$ cat config.mk
export PLATFORM = sky130hd
export DESIGN_NAME = axil_reg_rd_pipe_flat
export DESIGN_NICKNAME = d
export VERILOG_FILES = /design/src/rtl/axil_reg_rd_pipe_if.sv /design/src/rtl/axil_reg_rd_pipe.sv /design/src/flat_wrapper.sv
export SDC_FILE = /design/constraint.sdc
export NUM_CORES = 1
export LEC_CHECK = 0
export ABC_AREA = 1
export BUFFER_PORTS_ARGS = -buffer_cell sky130_fd_sc_hd__buf_2
export CORE_ASPECT_RATIO = 1.2
export CORE_MARGIN = 4
export CORE_UTILIZATION = 60
export DETAILED_ROUTE_END_ITERATION = 10
export PLACE_DENSITY_LB_ADDON = 0.12
export SYNTH_ARGS = -nofsm -noshare
export SYNTH_HDL_FRONTEND = slang
export SYNTH_SLANG_ARGS = --single-unit
$ cat constraint.sdc
create_clock -name clk -period 11.4 [get_ports clk]
set_clock_uncertainty 0.2 [all_clocks]
set_input_delay 2.85 -clock clk [delete_from_list [all_inputs] [get_ports clk]]
set_output_delay 2.85 -clock clk [all_outputs]
set_load 0.02 [all_outputs]
$ cat src/rtl/axil_reg_rd_pipe_if.sv
// AXI-Lite read-channel bundle (AR + R) between an interconnect master and a register-read slave.
interface axil_reg_rd_pipe_if #(
  parameter int ADDR_WIDTH = 40,
  parameter int DATA_WIDTH = 32
);
  logic [ADDR_WIDTH-1:0] araddr;
  logic [2:0]            arprot;
  logic                  arvalid;
  logic                  arready;
  logic [DATA_WIDTH-1:0] rdata;
  logic [1:0]            rresp;
  logic                  rvalid;
  logic                  rready;

  modport master (
    output araddr, arprot, arvalid, rready,
    input  arready, rdata, rresp, rvalid
  );

  modport slave (
    input  araddr, arprot, arvalid, rready,
    output arready, rdata, rresp, rvalid
  );
endinterface

$ cat src/rtl/axil_reg_rd_pipe.sv
// AXI-Lite read slave bridged to a wait/ack register-read port, with an in-order response FIFO.
// Optional address window decode (DECERR outside the window) enabled by AXIL_RD_ADDR_CHECK_EN.
module axil_reg_rd_pipe #(
  parameter int              DATA_WIDTH = 32,
  parameter int              ADDR_WIDTH = 40,
  parameter int              RESP_DEPTH = 4,
  parameter int              TIMEOUT    = 16,
  parameter longint unsigned BASE_ADDR  = 0,
  parameter longint unsigned SPAN_BYTES = 4096
) (
  input  logic                  clk,
  input  logic                  rstn,
  axil_reg_rd_pipe_if.slave     s_axil,
  output logic [ADDR_WIDTH-1:0] reg_rd_addr,
  output logic                  reg_rd_en,
  input  logic [DATA_WIDTH-1:0] reg_rd_data,
  input  logic                  reg_rd_wait,
  input  logic                  reg_rd_ack,
  output logic                  rd_timeout
);
  localparam int PTR_W = $clog2(RESP_DEPTH);
  localparam int CNT_W = PTR_W + 1;
  localparam int CRD_W = CNT_W + 1;
  localparam int TMO_W = (TIMEOUT > 1) ? $clog2(TIMEOUT) : 1;
  localparam logic [TMO_W-1:0] TMO_LOAD = TMO_W'((TIMEOUT > 0) ? TIMEOUT - 1 : 0);

  localparam logic [1:0] RESP_OKAY   = 2'b00;
  localparam logic [1:0] RESP_SLVERR = 2'b10;
  localparam logic [1:0] RESP_DECERR = 2'b11;

`ifdef AXIL_RD_ADDR_CHECK_EN
  localparam bit ADDR_CHECK = 1'b1;
`else
  localparam bit ADDR_CHECK = 1'b0;
`endif

  // One extra bit so BASE_ADDR + SPAN_BYTES cannot wrap
  localparam logic [ADDR_WIDTH:0] WIN_LO = (ADDR_WIDTH+1)'(BASE_ADDR);
  localparam logic [ADDR_WIDTH:0] WIN_HI = WIN_LO + (ADDR_WIDTH+1)'(SPAN_BYTES);

  typedef enum logic {IDLE, BUSY} state_t;

  state_t                state;
  logic                  hold_valid;
  logic [ADDR_WIDTH-1:0] hold_addr;
  logic [TMO_W-1:0]      tmo_cnt;

  logic [DATA_WIDTH-1:0] fifo_data [RESP_DEPTH];
  logic [1:0]            fifo_resp [RESP_DEPTH];
  logic [PTR_W-1:0]      wr_ptr;
  logic [PTR_W-1:0]      rd_ptr;
  logic [CNT_W-1:0]      count;

  logic                  ar_hs;
  logic                  src_valid;
  logic [ADDR_WIDTH-1:0] src_addr;
  logic [CRD_W-1:0]      credit;
  logic                  credit_ok;
  logic                  issue;
  logic                  in_win;
  logic                  dec_err;
  logic                  tmo_fire;
  logic                  done;
  logic                  push;
  logic [DATA_WIDTH-1:0] push_data;
  logic [1:0]            push_resp;
  logic                  pop;

  // An AR arriving while IDLE with an empty hold issues directly, giving one-cycle AR->reg_rd_en
  assign ar_hs     = s_axil.arvalid && !hold_valid;
  assign src_valid = hold_valid || ar_hs;
  assign src_addr  = hold_valid ? hold_addr : s_axil.araddr;

  assign credit    = CRD_W'(count) + CRD_W'(state == BUSY);
  assign credit_ok = credit < CRD_W'(RESP_DEPTH);
  assign issue     = (state == IDLE) && src_valid && credit_ok;

  assign in_win    = ({1'b0, src_addr} >= WIN_LO) && ({1'b0, src_addr} < WIN_HI);
  assign dec_err   = ADDR_CHECK && !in_win;

  assign tmo_fire  = (TIMEOUT != 0) && (tmo_cnt == '0) && !reg_rd_wait;
  assign done      = (state == BUSY) && (reg_rd_ack || tmo_fire);

  assign push      = done || (issue && dec_err);
  assign push_data = (done && reg_rd_ack) ? reg_rd_data : '0;
  assign push_resp = !done ? RESP_DECERR : (reg_rd_ack ? RESP_OKAY : RESP_SLVERR);

  assign s_axil.arready = !hold_valid;
  assign s_axil.rvalid  = (count != '0);
  assign s_axil.rdata   = s_axil.rvalid ? fifo_data[rd_ptr] : '0;
  assign s_axil.rresp   = s_axil.rvalid ? fifo_resp[rd_ptr] : RESP_OKAY;
  assign pop            = s_axil.rvalid && s_axil.rready;

  always_ff @(posedge clk) begin
    if (!rstn) begin
      state       <= IDLE;
      hold_valid  <= 1'b0;
      reg_rd_en   <= 1'b0;
      reg_rd_addr <= '0;
      tmo_cnt     <= '0;
      rd_timeout  <= 1'b0;
    end else begin
      rd_timeout <= 1'b0;
      if (issue)      hold_valid <= 1'b0;
      else if (ar_hs) hold_valid <= 1'b1;

      case (state)
        IDLE: begin
          if (issue && !dec_err) begin
            reg_rd_en   <= 1'b1;
            reg_rd_addr <= src_addr;
            tmo_cnt     <= TMO_LOAD;
            state       <= BUSY;
          end
        end
        BUSY: begin
          if (done) begin
            reg_rd_en  <= 1'b0;
            rd_timeout <= !reg_rd_ack;
            state      <= IDLE;
          end else if (!reg_rd_wait && tmo_cnt != '0) begin
            tmo_cnt <= tmo_cnt - 1'b1;
          end
        end
        default: state <= IDLE;
      endcase
    end
  end

  always_ff @(posedge clk) begin
    if (ar_hs && !issue) hold_addr <= s_axil.araddr;
  end

  always_ff @(posedge clk) begin
    if (!rstn) begin
      wr_ptr <= '0;
      rd_ptr <= '0;
      count  <= '0;
    end else begin
      if (push) wr_ptr <= wr_ptr + 1'b1;
      if (pop)  rd_ptr <= rd_ptr + 1'b1;
      case ({push, pop})
        2'b10:   count <= count + 1'b1;
        2'b01:   count <= count - 1'b1;
        default: count <= count;
      endcase
    end
  end

  always_ff @(posedge clk) begin
    if (push) begin
      fifo_data[wr_ptr] <= push_data;
      fifo_resp[wr_ptr] <= push_resp;
    end
  end
endmodule
$ cat src/flat_wrapper.sv
// flat-port wrapper written by rule: the top's interface ports become plain ports
module axil_reg_rd_pipe_flat 
#(
  parameter int              DATA_WIDTH = 32,
  parameter int              ADDR_WIDTH = 40,
  parameter int              RESP_DEPTH = 4,
  parameter int              TIMEOUT    = 16,
  parameter longint unsigned BASE_ADDR  = 0,
  parameter longint unsigned SPAN_BYTES = 4096
)
  (clk, rstn, reg_rd_addr, reg_rd_en, reg_rd_data, reg_rd_wait, reg_rd_ack, rd_timeout, s_axil_araddr, s_axil_arprot, s_axil_arvalid, s_axil_rready, s_axil_arready, s_axil_rdata, s_axil_rresp, s_axil_rvalid);
  axil_reg_rd_pipe_if #(.ADDR_WIDTH(ADDR_WIDTH), .DATA_WIDTH(DATA_WIDTH)) s_axil_i ();
  input  logic clk;
  input  logic rstn;
  output logic [ADDR_WIDTH-1:0] reg_rd_addr;
  output logic reg_rd_en;
  input  logic [DATA_WIDTH-1:0] reg_rd_data;
  input  logic reg_rd_wait;
  input  logic reg_rd_ack;
  output logic rd_timeout;
  input wire logic [$bits(s_axil_i.araddr)-1:0] s_axil_araddr;
  input wire logic [$bits(s_axil_i.arprot)-1:0] s_axil_arprot;
  input wire logic [$bits(s_axil_i.arvalid)-1:0] s_axil_arvalid;
  input wire logic [$bits(s_axil_i.rready)-1:0] s_axil_rready;
  output wire logic [$bits(s_axil_i.arready)-1:0] s_axil_arready;
  output wire logic [$bits(s_axil_i.rdata)-1:0] s_axil_rdata;
  output wire logic [$bits(s_axil_i.rresp)-1:0] s_axil_rresp;
  output wire logic [$bits(s_axil_i.rvalid)-1:0] s_axil_rvalid;
  assign s_axil_i.araddr = s_axil_araddr;
  assign s_axil_i.arprot = s_axil_arprot;
  assign s_axil_i.arvalid = s_axil_arvalid;
  assign s_axil_i.rready = s_axil_rready;
  assign s_axil_arready = s_axil_i.arready;
  assign s_axil_rdata = s_axil_i.rdata;
  assign s_axil_rresp = s_axil_i.rresp;
  assign s_axil_rvalid = s_axil_i.rvalid;
  axil_reg_rd_pipe #(.DATA_WIDTH(DATA_WIDTH), .ADDR_WIDTH(ADDR_WIDTH), .RESP_DEPTH(RESP_DEPTH), .TIMEOUT(TIMEOUT), .BASE_ADDR(BASE_ADDR), .SPAN_BYTES(SPAN_BYTES)) u_core (.clk(clk), .rstn(rstn), .s_axil(s_axil_i), .reg_rd_addr(reg_rd_addr), .reg_rd_en(reg_rd_en), .reg_rd_data(reg_rd_data), .reg_rd_wait(reg_rd_wait), .reg_rd_ack(reg_rd_ack), .rd_timeout(rd_timeout));
endmodule
==> metrics <==
CTS tree=built; final setup violation count=0; # DRC=0; switching share of power=34.6%; via count=6377; CTS Sinks=233; Finished Cell Area=10800 um2; Final Non-Filler Cells=1201; Flop pwr share=43.7%; Post-CTS Setup Repair Bufs=0; Vias/cell=5.31; DRT Wirelength=19200 um; post_cts resized=0; Final min period=5360 ps; Worst setup SP type=flip-flop; Die Area=17500 um2; most frequent cell after synthesis=edfxtp_1; die height=144 um; vias in the first global route=6262; post-route antenna net violation count=0; Final Hold Vio Count=0; Final nets=1070; Pins Over Slew Limit=0; Die W=121 um; n_diodes=0; area grow syn2layout=16.3%; CTS Root Cell=clkbuf_16; critical path data required time=8350 ps; total power=2420 uW; worst-path fanout max=68; Pwr per Cell Area=226 nW/um2; Switching Power=839 uW; dominant cells by area after synthesis=edfxtp_1, dfxtp_1, nor2_1, nand2_1, o21ai_0; Period Utilization, post-route=47.0%; dpl cells=1161; clock share of power=27.3%; Cell Area, Synth=9240 um2; hold buffer count at CTS=0; Initial DRC Count=334; post-synth top area share=57.2%; core area=15100 um2; first-pass GRT wire length=30800 um; kind of critical path=flip-flop to output pin; post-synthesis sequential area ratio=69.5%; Post-Synthesis Cells=847; max frequency=0.186 GHz; syn nets=936; CP arrival=2310 ps; CTS Buf Count=22; worst hold slack=262 ps; Post-synth ARST share=0%; Worst slew margin=24.2%; initial antenna violation count=3; H-tree Lvls=1; Layout fillers=1163; CP endpoint kind=output pin; outcome=finished clean; area leader, netlist=edfxtp_1; I/O Buffers=155; worst hold path class=flip-flop to flip-flop; Routability Congestion=0.728; HPWL Detailed=10900 um; io pins=159; share of layout cells above drive strength 1=20.8%; RSZ-0062 raised after global routing=false; Yosys warning count=0; Worst Tran Pin Value=1130 ps; VDD IR-drop max=161 uV; Post-synth EDFFs=176; clk_lat worst skew=490 ps; clock-pin transition on the worst setup and hold timing paths=60 ps; Synth Flop Type=edfxtp_1; area post-placement=10100 um2; total track usage=22.0%; FP Rows=49; routed len/inst=16.0 um; P_int=1590 uW; Distinct cells, synth=27; synthesis-stage register bit count=233; Starting Density=61.3%; largest net degree at the start of global routing=82; Clock Path Buffers=3; most frequent cells after synthesis=edfxtp_1, nor2_1, nand2_1; Comb pwr share=29.0%; drt pass-1 iters=5; Post-Route Setup TNS=0 ps; Leak=0.00434 uW; MaxCap Viol Count=0; Mean Syn Cell Area=10.9 um2; GRT overflow=0
## worst max-delay path: stages (launching register included)
cell and delay (ps):
dfxtp_2 320, inv_2 740, o21ai_0 270, a21oi_1 270, buf_2 210
## final cells by class
type	instances	area, um2	area share, %
repair buffers	162	828	7.70
multi-input cells	503	2360	21.9
well taps	204	255	2.37
inverters	59	226	2.11
flip-flops and latches	233	6430	59.8
clock buffers	26	587	5.46
clock inverters	14	67.6	0.628
## path summary, 6_finish.rpt
path                                       start                                end  slack, ps  depth (start not counted)
hold / removal     u_core.reg_rd_en$_SDFFE_PN0P_      u_core.reg_rd_en$_SDFFE_PN0P_        260                          2
setup reg to reg  u_core.tmo_cnt[0]$_SDFFE_PN0P_  u_core.fifo_data[3][21]$_DFFE_PP_       8610                          6
setup / recovery                       flip-flop                    s_axil_rdata[2]       6040                          4
hold reg to reg    u_core.reg_rd_en$_SDFFE_PN0P_      u_core.reg_rd_en$_SDFFE_PN0P_        260                          2
## state kept, by name, summed over array words and instances (netlist names), named ones only
register,flops
u_core.tmo_cnt,4
u_core.hold_addr,40
u_core.state,1
u_core.reg_rd_en,1
u_core.fifo_resp,8
u_core.count,3
u_core.rd_ptr,2
u_core.fifo_data,128
u_core.reg_rd_addr,40
u_core.wr_ptr,2
u_core.hold_valid,1
u_core.rd_timeout,1
## routing by layer
layer / vias to the layer above / track usage, % / wire length (um)
met5: - / 0 / 34
met4: 6 / 6.61 / 284
met3: 31 / 5.56 / 1420
met2: 197 / 39.0 / 9790
met1: 2969 / 26.7 / 7710
li1: 3174 / - / -
## stage by stage
stage	worst slack, ps	utilization (%)
floorplan	4670	-
global placement	6160	66.9
detailed placement	6160	66.9
CTS	6020	71.3
global route	5810	71.3
finish	6040	71.3
## layout by cell type, fill, tap and decap left out, drive strengths merged
| cell type | instances |
|---|---|
| edfxtp | 176 |
| inv | 59 |
| nand2 | 100 |
| a31oi | 40 |
| buf | 162 |
| nand3b | 1 |
| clkinv | 12 |
| clkinvlp | 2 |
| fa | 1 |
| ha | 7 |
| or2 | 1 |
| clkbuf | 26 |
| dfxtp | 57 |
| a21oi | 49 |
| nor3 | 3 |
| nor2 | 175 |
| o21ai | 116 |
| nand3 | 10 |
## power groups by stage
stage	Sequential [uW]	Clock, uW	Combinational, uW
global placement	1070	0	691
detailed placement	1080	0	705
global route	1070	706	777
finish	1060	663	702
CTS	1060	677	709
floorplan	1120	0	457
## cells by family (layout without fill, tap and decap cells)
kind of cell	after synthesis	in the layout	synth area share [%]
buffers and inverters	111	261	5.35
flip-flops	233	233	69.5
AND/OR/NAND/NOR	290	290	12.3
adder cells (fa/ha/maj)	8	8	1.16
AO/OA/AOI/OAI	205	205	11.6
Note: power is estimated with default switching activity, not from simulation.
